**config.mk**
```make
export PLATFORM = sky130hd
export DESIGN_NAME = ssp_rx_fifo
export DESIGN_NICKNAME = d
export VERILOG_FILES = /design/src/rtl/ssp_rx_fifo_pkg.sv /design/src/rtl/ssp_sync_fifo.sv /design/src/rtl/ssp_rx_fifo.sv
export SDC_FILE = /design/constraint.sdc
export NUM_CORES = 1
export LEC_CHECK = 0
export ABC_AREA = 1
export CORE_UTILIZATION = 40
export DETAILED_ROUTE_END_ITERATION = 6
export SKIP_CTS_REPAIR_TIMING = 1
export SYNTH_ARGS = -nofsm -noshare
export SYNTH_HDL_FRONTEND = slang
export SYNTH_SLANG_ARGS = --single-unit
export TNS_END_PERCENT = 1
```
**constraint.sdc**
```tcl
create_clock -name PCLK -period 1.9 [get_ports PCLK]
set_input_delay 0.38 -clock PCLK [delete_from_list [all_inputs] [get_ports PCLK]]
set_output_delay 0.38 -clock PCLK [all_outputs]
set_load 0.005 [all_outputs]
```
**src/rtl/ssp_rx_fifo_pkg.sv**
```systemverilog
// ---------------------------------------------------------------------------
// ssp_rx_fifo_pkg
// Shared SSP definitions: word width, FIFO geometry and the serial FSM state
// encoding. The transmit side of the SSP imports the same package so both
// directions agree on framing and buffer sizes.
// ---------------------------------------------------------------------------
package ssp_rx_fifo_pkg;

  localparam int unsigned SSP_DATA_W     = 8;
  localparam int unsigned SSP_FIFO_DEPTH = 4;
  localparam int unsigned SSP_PTR_W      = 2;

  // Serial FSM states; IDLE waits for a frame sync, SHIFT collects bits.
  typedef enum logic {
    SSP_RX_IDLE  = 1'b0,
    SSP_RX_SHIFT = 1'b1
  } ssp_rx_state_e;

endpackage

```
**src/rtl/ssp_sync_fifo.sv**
```systemverilog
// ---------------------------------------------------------------------------
// ssp_sync_fifo
// Generic single-clock push/pop FIFO. A push into a full FIFO is refused
// (contents untouched) unless a pop is accepted in the same cycle, in which
// case both happen and the occupancy stays at DEPTH.
//
// Ports:
//   clk        in   clock, all state on rising edge
//   rst_n      in   asynchronous active-low reset (pointers/count only)
//   push       in   write request
//   push_data  in   DATA_W word to write
//   pop        in   read request; ignored while empty
//   pop_data   out  head word, 0 while empty
//   full       out  count == DEPTH
//   empty      out  count == 0
//   count      out  occupancy, 0..DEPTH
//   overrun    out  push refused this cycle (full, no simultaneous pop)
// ---------------------------------------------------------------------------
module ssp_sync_fifo #(
  parameter int unsigned DATA_W = 8,
  parameter int unsigned DEPTH  = 4,
  parameter int unsigned PTR_W  = 2
) (
  input  logic              clk,
  input  logic              rst_n,
  input  logic              push,
  input  logic [DATA_W-1:0] push_data,
  input  logic              pop,
  output logic [DATA_W-1:0] pop_data,
  output logic              full,
  output logic              empty,
  output logic [PTR_W:0]    count,
  output logic              overrun
);

  localparam int unsigned CNT_W = PTR_W + 1;

  logic [DATA_W-1:0] mem_q [DEPTH];
  logic [PTR_W-1:0]  wptr_q, wptr_d;
  logic [PTR_W-1:0]  rptr_q, rptr_d;
  logic [CNT_W-1:0]  count_q, count_d;
  logic              pop_done;
  logic              push_ok;

  assign full  = (count_q == CNT_W'(DEPTH));
  assign empty = (count_q == '0);
  assign count = count_q;

  assign pop_done = pop & ~empty;
  // When full, the write slot is the head slot; it is only free if the head
  // leaves on this same edge.
  assign push_ok  = push & (~full | pop_done);
  assign overrun  = push & ~push_ok;

  assign pop_data = empty ? '0 : mem_q[rptr_q];

  always_comb begin
    wptr_d  = wptr_q;
    rptr_d  = rptr_q;
    count_d = count_q;
    if (push_ok) begin
      wptr_d = wptr_q + PTR_W'(1);
    end
    if (pop_done) begin
      rptr_d = rptr_q + PTR_W'(1);
    end
    case ({push_ok, pop_done})
      2'b10:   count_d = count_q + CNT_W'(1);
      2'b01:   count_d = count_q - CNT_W'(1);
      default: count_d = count_q;
    endcase
  end

  always_ff @(posedge clk or negedge rst_n) begin
    if (!rst_n) begin
      wptr_q  <= '0;
      rptr_q  <= '0;
      count_q <= '0;
    end else begin
      wptr_q  <= wptr_d;
      rptr_q  <= rptr_d;
      count_q <= count_d;
    end
  end

  // Storage carries no reset; stale entries are never visible because the
  // read port is gated by the count.
  always_ff @(posedge clk) begin
    if (push_ok) begin
      mem_q[wptr_q] <= push_data;
    end
  end

endmodule

```
**src/rtl/ssp_rx_fifo.sv**
```systemverilog
// ---------------------------------------------------------------------------
// ssp_rx_fifo
// Receive half of the SSP. Deserialises SSPRXD (MSB first) on rising edges of
// SSPCLKIN, framed by a one-period SSPFSSIN pulse, and buffers the resulting
// words in a small FIFO that the bus drains through PSEL/PWRITE/PRDATA.
//
// Ports:
//   PCLK        in   system clock
//   CLEAR_B     in   asynchronous active-low reset
//   PSEL        in   chip select; a read happens only when high
//   PWRITE      in   0 = read access; writes are ignored
//   SSPCLKIN    in   serial clock (PCLK/2, synchronous to PCLK)
//   SSPFSSIN    in   frame sync
//   SSPRXD      in   serial data
//   PRDATA      out  FIFO head word, 0 when empty
//   SSPRXINTR   out  high while the FIFO is full
//   SSPRORINTR  out  overrun flag (only with SSP_RX_OVERRUN_EN defined)
//
// Build option: define SSP_RX_OVERRUN_EN to add the sticky SSPRORINTR
// overrun flag; without it an overrun silently drops the incoming word.
// ---------------------------------------------------------------------------
module ssp_rx_fifo
  import ssp_rx_fifo_pkg::*;
#(
  parameter int unsigned DATA_W = SSP_DATA_W,
  parameter int unsigned DEPTH  = SSP_FIFO_DEPTH,
  parameter int unsigned PTR_W  = SSP_PTR_W
) (
  input  logic              PCLK,
  input  logic              CLEAR_B,
  input  logic              PSEL,
  input  logic              PWRITE,
  input  logic              SSPCLKIN,
  input  logic              SSPFSSIN,
  input  logic              SSPRXD,
  output logic [DATA_W-1:0] PRDATA,
  output logic              SSPRXINTR
`ifdef SSP_RX_OVERRUN_EN
  ,
  output logic              SSPRORINTR
`endif
);

  localparam int unsigned BIT_W = $clog2(DATA_W);

  ssp_rx_state_e     state_q, state_d;
  logic              clk_d_q;
  logic [BIT_W-1:0]  bitcnt_q, bitcnt_d;
  // Only the first DATA_W-1 bits need storing; the last bit goes straight
  // from SSPRXD into the pushed word.
  logic [DATA_W-2:0] sr_q, sr_d;

  logic              rise;
  logic              push;
  logic [DATA_W-1:0] push_word;
  logic              pop_req;

  logic [DATA_W-1:0] fifo_rd_data;
  logic              fifo_full;
  logic              fifo_empty;
  logic [PTR_W:0]    fifo_count;
  logic              fifo_overrun;

  assign rise      = SSPCLKIN & ~clk_d_q;
  assign push_word = {sr_q, SSPRXD};
  assign pop_req   = PSEL & ~PWRITE;

  always_comb begin
    state_d  = state_q;
    bitcnt_d = bitcnt_q;
    sr_d     = sr_q;
    push     = 1'b0;
    if (rise) begin
      case (state_q)
        SSP_RX_IDLE: begin
          if (SSPFSSIN) begin
            state_d  = SSP_RX_SHIFT;
            bitcnt_d = '0;
          end
        end
        SSP_RX_SHIFT: begin
          sr_d = push_word[DATA_W-2:0];
          if (bitcnt_q == BIT_W'(DATA_W - 1)) begin
            push     = 1'b1;
            bitcnt_d = '0;
            // Sync on the final bit chains straight into the next frame.
            state_d  = SSPFSSIN ? SSP_RX_SHIFT : SSP_RX_IDLE;
          end else begin
            bitcnt_d = bitcnt_q + BIT_W'(1);
          end
        end
        default: state_d = SSP_RX_IDLE;
      endcase
    end
  end

  always_ff @(posedge PCLK or negedge CLEAR_B) begin
    if (!CLEAR_B) begin
      state_q  <= SSP_RX_IDLE;
      clk_d_q  <= 1'b0;
      bitcnt_q <= '0;
      sr_q     <= '0;
    end else begin
      state_q  <= state_d;
      clk_d_q  <= SSPCLKIN;
      bitcnt_q <= bitcnt_d;
      sr_q     <= sr_d;
    end
  end

  ssp_sync_fifo #(
    .DATA_W (DATA_W),
    .DEPTH  (DEPTH),
    .PTR_W  (PTR_W)
  ) u_fifo (
    .clk       (PCLK),
    .rst_n     (CLEAR_B),
    .push      (push),
    .push_data (push_word),
    .pop       (pop_req),
    .pop_data  (fifo_rd_data),
    .full      (fifo_full),
    .empty     (fifo_empty),
    .count     (fifo_count),
    .overrun   (fifo_overrun)
  );

  assign PRDATA    = fifo_rd_data;
  // Driven from the registered count, so it follows a push/pop by one cycle.
  assign SSPRXINTR = fifo_full;

`ifdef SSP_RX_OVERRUN_EN
  logic ror_q, ror_d;
  logic pop_ok;
  logic unused_fifo;

  assign pop_ok      = pop_req & (fifo_count != '0);
  assign unused_fifo = fifo_empty;

  always_comb begin
    ror_d = ror_q;
    if (pop_ok) begin
      ror_d = 1'b0;
    end
    // A drop on the same edge as the clearing read keeps the flag set.
    if (fifo_overrun) begin
      ror_d = 1'b1;
    end
  end

  always_ff @(posedge PCLK or negedge CLEAR_B) begin
    if (!CLEAR_B) begin
      ror_q <= 1'b0;
    end else begin
      ror_q <= ror_d;
    end
  end

  assign SSPRORINTR = ror_q;
`else
  logic unused_fifo;
  assign unused_fifo = ^{fifo_empty, fifo_count, fifo_overrun};
`endif

endmodule

```
==> impl.org, run 1 <==
** Cells and area
- Combined flip-flop and latch cell area :: 0.00144 mm2
- Share of layout cells above drive strength 1 :: 0.171
- Relative to the synthesized area, the layout overhead comes to 23.3%.
- Post-layout nets :: 300
- Measured on the finished design, the core utilization comes to 0.520.
- Multi-input gate area :: 723 um2
- Highest-count cells in the layout ignoring fill and taps :: sky130_fd_sc_hd__nand2_1 (68), sky130_fd_sc_hd__inv_1 (51), sky130_fd_sc_hd__edfxtp_1 (32)
- The library cell used most frequently in the layout, excluding fill and tap cells, is sky130_fd_sc_hd__nand2_1.
- After filler insertion, the fill cell instance count of the layout stands at 529.
- Number of diodes added for antenna fixing :: 0
- After routing the design area is 0.00292 mm2.

** STA
- Across all setup checks in the final design, the least slack found is -237 ps.
- The clock arrives with 9.39 ps of skew.
- The worst pin sits at a relative slew slack of 0.740.
- Number of endpoints failing setup at the final stage :: 4
- The smallest clock period supported by the final layout is computed as 2140 ps.
- Period utilisation layout :: 1.12
- Slew Viols, Final :: 0
- RSZ-0062 raised after global routing :: true
- Number of hold-slack violations in the final timing report :: 0
- Static timing analysis puts the maximum clock frequency at 0.468 GHz.
- At the pin with the least slew margin, the transition time is 386 ps.

** Die
- The die is 78.9 um wide.
- DIE AREA :: 0.00622 mm2
- Starting density of the core :: 0.421
- Measured along the y axis, the die boundary spans 78.9 um.
- Count of pins on the block boundary :: 16
- The region available for standard cell placement spans 0.00561 mm2.
- Row generation in the floorplan step produced 27 rows.

** Clock network
- TritonCTS clock tree :: yes
- Max Root-Sink Buffers :: 2
- The clock reaches the later pin of the worst-skew pair after 300 ps.
- The root buffer cell chosen for the clock tree is sky130_fd_sc_hd__clkbuf_8.
- Number of sinks handled by clock tree synthesis :: 51
- Count of H-tree levels built during CTS :: 2
- After clock tree synthesis, the clock-pin slew on the worst setup and hold paths is 90 ps.
- In this run, CTS created clock tree buffers numbering 5.

** Drt
- Number of optimization iterations in the first detailed-route pass :: 5
- In the routed design, unresolved DRC markers number 0.
- Mean routed wirelength per cell :: 11.4 um
- The detail route stage leaves a number of antenna-violating nets equal to 0.
- The detailed router finished its first iteration with 91 violations.
- The detailed router placed 1589 vias in this run.
- Drt total wl :: 4090 um
- After detailed routing, the number of vias per cell comes to 4.44.

** Synth
- Instance count of the mapped netlist :: 245
- Yosys printed 0 warnings.
- Area share of the largest cell type after synthesis :: 0.407
- For this run, the leading register cell type out of synthesis is sky130_fd_sc_hd__edfxtp_1.
- Post-synth EDFFs :: 32
- Cell Area, Synth :: 0.00236 mm2
- Area contributors post-synth :: sky130_fd_sc_hd__edfxtp_1 (41%), sky130_fd_sc_hd__dfrtp_1 (20%), sky130_fd_sc_hd__nand2_1 (11%)
- Most area-hungry cell type in the Yosys netlist :: sky130_fd_sc_hd__edfxtp_1
- The share of the Yosys chip area taken by registers is 0.608.
- Seq cells post-synth :: 51
- Net Count, Synth :: 260
- After synthesis, the netlist uses 23 different library cells.
- Fraction of synthesis flops using an asynchronous set or reset pin :: 0.373
- Syn_area_per_cell :: 9.65 um2

** Pwr
- Power spread over the standard cell area amounts to 1260 mW/mm2.
- IR drop worst, VDD :: 0.498 mV
- In this run the static leakage power is 1.43 nW.

** Global route
- The total overflow left after global routing is 0.
- The first global-routing pass estimated 6980 um of wire.
- Total routing usage reported by global routing :: 0.150
- The initial antenna violation count was 0.
- Maximum number of pins on one net before global-route repair :: 20
- Number of global-route vias before repair :: 1477

** Setup path
- Timing endpoint of the critical path :: PRDATA[4]
- Reg-to-Reg Start :: bitcnt_q[0]
- Worst-path fanout max :: 10
- For the worst setup path, the data arrival time is 1760 ps.
- STA classifies the critical path startpoint as a register.
- Setup slack on the worst reg-to-reg path comes out at 70 ps.
- The worst setup path is captured at a primary output.
- Startpoint of the worst setup timing path :: u_fifo.rptr_q[0]
- Required @ worst endpoint :: 1520 ps
- Setup CP Type :: register to primary output
- Critical R2R Capture :: u_fifo.count[2]
- For the worst flop-to-flop path, the logic depth is 12.

** Status
- The checks that failed: negative setup slack.
- The flow ran to the end, but the final reports show violations.

** Place
- After detailed placement, the total cell area comes to 0.00276 mm2.
- Port Buffer Count :: 15
- At the end of routability-driven placement, the weighted congestion stood at 0.786.
- After legalization and detailed placement, the total HPWL measured 2830 um.

** Min path
- In this run the worst hold path is classified as input pin to async pin.

** Flow run
- The tool flagged a number of max-cap violations equal to 0.
[final cells by class]
cell class	count	area share
Sequential cell	51	0.493
Clock inverter	1	0.00258
Timing Repair Buffer	39	0.122
Multi-Input combinational cell	135	0.248
Tap cell	72	0.0309
Inverter	53	0.0700
Clock buffer	7	0.0335
[per-stage QoR]
step	hold slack, ps	setup TNS [ps]	setup slack [ps]	cells	total power, mW
final	400	-855	-237	358	3.68
after global routing	430	-1240	-305	358	3.95
after CTS	399	-2220	-319	358	3.68
after detailed placement	475	-3520	-216	350	3.00
after global placement	460	-3350	-206	350	2.97
after floorplan	84.4	0	18.6	245	2.32
[logic make-up after synthesis]
| group | after synthesis | synth area share |
|---|---|---|
| simple gates | 111 | 0.201 |
| buf+inv | 59 | 0.107 |
| flops | 51 | 0.608 |
| compound gates | 14 | 0.0312 |
| fa+ha+maj | 8 | 0.0455 |
| xor+xnor | 2 | 0.00741 |
[routing by layer]
metal / wire length (um) / GRT usage / share of wire / vias to the layer above
li1: - / - / - / 837
met1: 1910 / 0.190 / 0.47 / 708
met2: 1960 / 0.250 / 0.48 / 36
met3: 139 / 0.0379 / 0.034 / 8
met4: 77 / 0.0545 / 0.019 / 0
met5: 0 / 0 / 0 / -
[worst min-delay path by stage]
stage / slack (ps) / start / endpoint / depth (start not counted)
finish: 400 / CLEAR_B / u_fifo.count[1] / 2
global route: 430 / CLEAR_B / u_fifo.count[1] / 2
CTS: 400 / CLEAR_B / u_fifo.count[1] / 2
detailed placement: 480 / bitcnt_q[1] / bitcnt_q[1] / 2
global placement: 460 / bitcnt_q[1] / bitcnt_q[1] / 2
floorplan: 80 / CLEAR_B / bitcnt_q[0] / 0
[power breakdown]
| group | switching, mW | internal [mW] |
|---|---|---|
| registers | 0.163 | 1.39 |
| clock network | 0.340 | 0.340 |
| logic | 0.705 | 0.744 |
| total | 1.21 | 2.47 |
[synthesized netlist by cell type (2+ instances only)]
cell and instances:
sky130_fd_sc_hd__ha_1 7, sky130_fd_sc_hd__buf_6 2, sky130_fd_sc_hd__dfrtp_1 19, sky130_fd_sc_hd__o21ai_0 4, sky130_fd_sc_hd__nor2_1 8, sky130_fd_sc_hd__nand2_1 70
sky130_fd_sc_hd__inv_1 52, sky130_fd_sc_hd__xnor2_1 2, sky130_fd_sc_hd__a21oi_1 8, sky130_fd_sc_hd__nand2_2 2, sky130_fd_sc_hd__edfxtp_1 32, sky130_fd_sc_hd__buf_4 3
sky130_fd_sc_hd__nand3_1 26
[state kept, by name (all words and copies together) (netlist names)]
name and flops:
u_fifo.count 3, u_fifo.rptr_q 2, sr_q 7, u_fifo.wptr_q 2, bitcnt_q 3, u_fifo.mem_q 32, state_q 1, clk_d_q 1
[worst max-delay path: stages (launching register included)]
cell and delay, ps:
sky130_fd_sc_hd__dfrtp_2 460, sky130_fd_sc_hd__buf_12 160, sky130_fd_sc_hd__nand2_1 60, sky130_fd_sc_hd__nand3_1 90, sky130_fd_sc_hd__a21oi_2 170, sky130_fd_sc_hd__clkdlybuf4s50_1 520
Power figures use the tool's default switching activity.
==> inputs of run 2 (changes only) <==
--- a/config.mk
+++ b/config.mk
@@ -11,5 +11,6 @@
 export SKIP_CTS_REPAIR_TIMING = 1
 export SYNTH_ARGS = -nofsm -noshare
 export SYNTH_HDL_FRONTEND = slang
+export SYNTH_HIERARCHICAL = 1
 export SYNTH_SLANG_ARGS = --single-unit
 export TNS_END_PERCENT = 1
==> run 2 against run 1 <==
The flow still finishes with violations (negative setup slack). Via count fell by 2.9%. Sequential share of layout area rose by 0.73 points. Synthesized area increased by 1.5%. Global-route usage up 0.24 points. Critical path depth grew 7. Die area rose by 1.5%. Cell area is 1.5% lower. Clock power increased by 10%. Combinational power is 10% lower. Worst hold slack improved by 2.8 ps. Synthesized cell count rose by 1.6%. Critical path type is now register to register.
==> impl.org, run 2 <==
** Clock network
- In this run, CTS created clock tree buffers numbering 5.
- Max Root-Sink Buffers :: 2
- Count of H-tree levels built during CTS :: 2
- The tree is rooted in a sky130_fd_sc_hd__clkbuf_8.
- After clock tree synthesis, the clock-pin slew on the worst setup and hold paths is 90 ps.
- The tree built by TritonCTS fans out to 51 sinks.
- Clk_lat worst skew :: 300 ps
- TritonCTS clock tree :: yes

** Place
- Post-DP HPWL :: 2670 um
- Input and output buffers added on the ports amount to 15.
- In this run, placement finished with an instance count of 346.
- The congestion estimate from routability-driven global placement came to 0.703.
- Post-DP Area :: 0.00273 mm2

** Cells and area
- Most common cell after layout, fill and taps aside :: sky130_fd_sc_hd__nand2_1
- Register with the highest flop count :: u_fifo/mem_q
- With fillers left out, the area of the finished cells amounts to 0.00287 mm2.
- Non-filler cells in the finished layout :: 354
- Multi-input gate area :: 706 um2
- Counting the fill cells in the layout gives 523.
- Number of diodes added for antenna fixing :: 0
- The largest registers in the layout are u_fifo/mem_q (32), sr_q (7).
- In the final layout, the share of cells above drive strength 1 is 0.124.
- Flip-flop count of the largest register after layout :: 32
- For this run, the share of the core covered by cells in the final layout is 0.509.
- Across the whole layout, storage elements account for 0.00144 mm2.
- Signed area change from the synthesized netlist to the final layout :: 19.7%
- Highest-count cells in the layout ignoring fill and taps :: sky130_fd_sc_hd__nand2_1 (73), sky130_fd_sc_hd__inv_1 (52), sky130_fd_sc_hd__edfxtp_1 (32)
- At the end of the flow, the number of nets in the layout was 297.

** Pwr
- VDD sags by at most 0.508 mV.
- Cell Pwr Density :: 1250 mW/mm2
- Power consumption :: 3.60 mW
- For this design the static power due to leakage is 1.47 nW.

** Die
- During I/O placement, the number of pins put on the boundary was 16.
- The floorplan step set the die width to 79.5 um.
- The initial utilization of the core area, before any placement, comes to 0.425.
- Standard-cell row count :: 27
- The die covers 0.00631 mm2.
- The region available for standard cell placement spans 0.00564 mm2.
- Die Span Y :: 79.5 um

** Min path
- Min-delay worst type :: input pin to async pin

** Setup path
- Critical path capture point type :: register
- Critical R2R Capture :: u_fifo/count[2]
- CP max stage delay :: 390 ps
- Register-to-Register Path Depth :: 12
- Reg-to-Reg Start :: bitcnt_q[0]
- The slowest stage of the critical path is the sky130_fd_sc_hd__dfrtp_1 cell.
- At the worst endpoint, the required time is 2100 ps.
- Arrival time reported for the critical path endpoint :: 2160 ps
- Setup slack on the worst reg-to-reg path comes out at -60 ps.
- In this design, the critical path's most frequently occurring cell is sky130_fd_sc_hd__nand2_1.
- The worst setup path is of the register to register kind.
- Of all nets on the critical path, the largest fanout is 3.
- STA classifies the critical path startpoint as a register.
- The signal on the critical path passes through ha_2, ha_1, nand2_1, nor2_2, nand2_4, ha_2, inv_1, fa_1, nand2_1, nand3_1, nand2_1, nand2_1.

** Drt
- Drt total wl :: 4120 um
- Once detail routing completed, the nets flagged for antenna violations numbered 0.
- In this run, the number of DRC markers left after iteration 0 of detailed routing was 68.
- Number of optimization iterations in the first detailed-route pass :: 4
- Detailed routing inserted a total of 1543 vias.
- Number of remaining DRC errors :: 0
- Using the TritonRoute via totals, the vias-per-cell ratio works out to 4.36.
- Mean routed wirelength per cell :: 11.6 um

** Global route
- Initial antenna violation count :: 0
- Entering global routing, the biggest net connects 20 pins.
- Gr ovfl total :: 0
- The via count of the first global-routing pass came to 1434.
- Global-route wire length before repair :: 7090 um
- Total routing usage reported by global routing :: 0.153

** STA
- Setup violations remaining at the end of the flow were counted as 2.
- The worst pin sits at a relative slew slack of 0.827.
- On the final layout, the worst hold slack is 403 ps.
- In the post-route analysis, the smallest setup slack over all paths is -56.1 ps.
- The max-slew violation count came to 0.
- Number of hold-slack violations in the final timing report :: 0
- Between clock sinks in the finished design, the worst skew comes to 4.51 ps.
- Period utilisation layout :: 1.03
- At the pin with the least slew margin, the transition time is 260 ps.
- The routed design could run at a clock period as short as 1960 ps.
- Setup repair after global routing could not meet its margin everywhere.
- For this run, the top clock speed supported by timing is 0.511 GHz.

** Synth
- Yosys warning total :: 6
- In the synthesized netlist, the number of instances is 249.
- Cell Area, Synth :: 0.00240 mm2
- Syn_area_per_cell :: 9.64 um2
- Net Count, Synth :: 265

** Status
- Violations in the final reports :: negative setup slack
- The run finished, with violations left.

** Flow run
- Count of max-cap constraint violations :: 0
run 2: cell count changes in the layout (fill, tap and decap cells not counted), moves of 3 or more:
cell,delta
sky130_fd_sc_hd__clkdlybuf4s50_1,-4
sky130_fd_sc_hd__nand2_2,-3
sky130_fd_sc_hd__nand3_1,+3
sky130_fd_sc_hd__nand2_1,+5
sky130_fd_sc_hd__dlymetal6s2s_1,+4
sky130_fd_sc_hd__buf_4,-9
run 2: worst max path at each step:
stage                                start              end  depth (start not counted)
after global placement            SSPCLKIN  u_fifo/count[1]                         10
after CTS                 u_fifo/rptr_q[0]        PRDATA[6]                          5
final                          bitcnt_q[0]  u_fifo/count[2]                         12
after detailed placement          SSPCLKIN  u_fifo/count[1]                         10
after global routing           bitcnt_q[0]  u_fifo/count[2]                         12
after floorplan                bitcnt_q[0]  u_fifo/count[2]                         12
run 2: power by group:
part           leakage, nW  total [mW]  internal (mW)  switching [mW]
registers            0.529        1.55           1.39           0.165
logic                0.889        1.30          0.623           0.676
clock network       0.0562       0.750          0.393           0.357
run 2: area by class of cell:
| cell class | instances | share of cell area |
|---|---|---|
| tap | 72 | 0.0314 |
| timing repair buffer | 31 | 0.111 |
| clock buffer | 5 | 0.0240 |
| clock inverter | 3 | 0.0148 |
| inverter | 54 | 0.0732 |
| multi-input combinational | 138 | 0.246 |
| sequential | 51 | 0.500 |
run 2: per-stage QoR:
| stage | setup WS (ps) | TNS (ps) |
|---|---|---|
| 3_3_place_gp | -280 | -5130 |
| 6_report | -56.1 | -56.3 |
| 5_1_grt | -207 | -376 |
| 4_1_cts | -286 | -1990 |
| 3_5_place_dp | -345 | -5710 |
| 2_1_floorplan | 6.16 | 0 |
run 2: layer usage:
metal | global-route usage | wire length (um) | vias up | part of all wire
li1 | - | - | 835 | -
met1 | 0.195 | 1880 | 681 | 0.46
met2 | 0.248 | 2020 | 23 | 0.49
met3 | 0.0343 | 143 | 4 | 0.035
met4 | 0.0655 | 68 | 0 | 0.017
met5 | 0 | 0 | - | 0
run 2: worst max-delay path: cells and delay by family (launching register included):
kind	cells	cell delay, ps
DFF	1	390
adders and majority gates	4	910
and+or+nand+nor	7	500
buffers and inverters	1	60
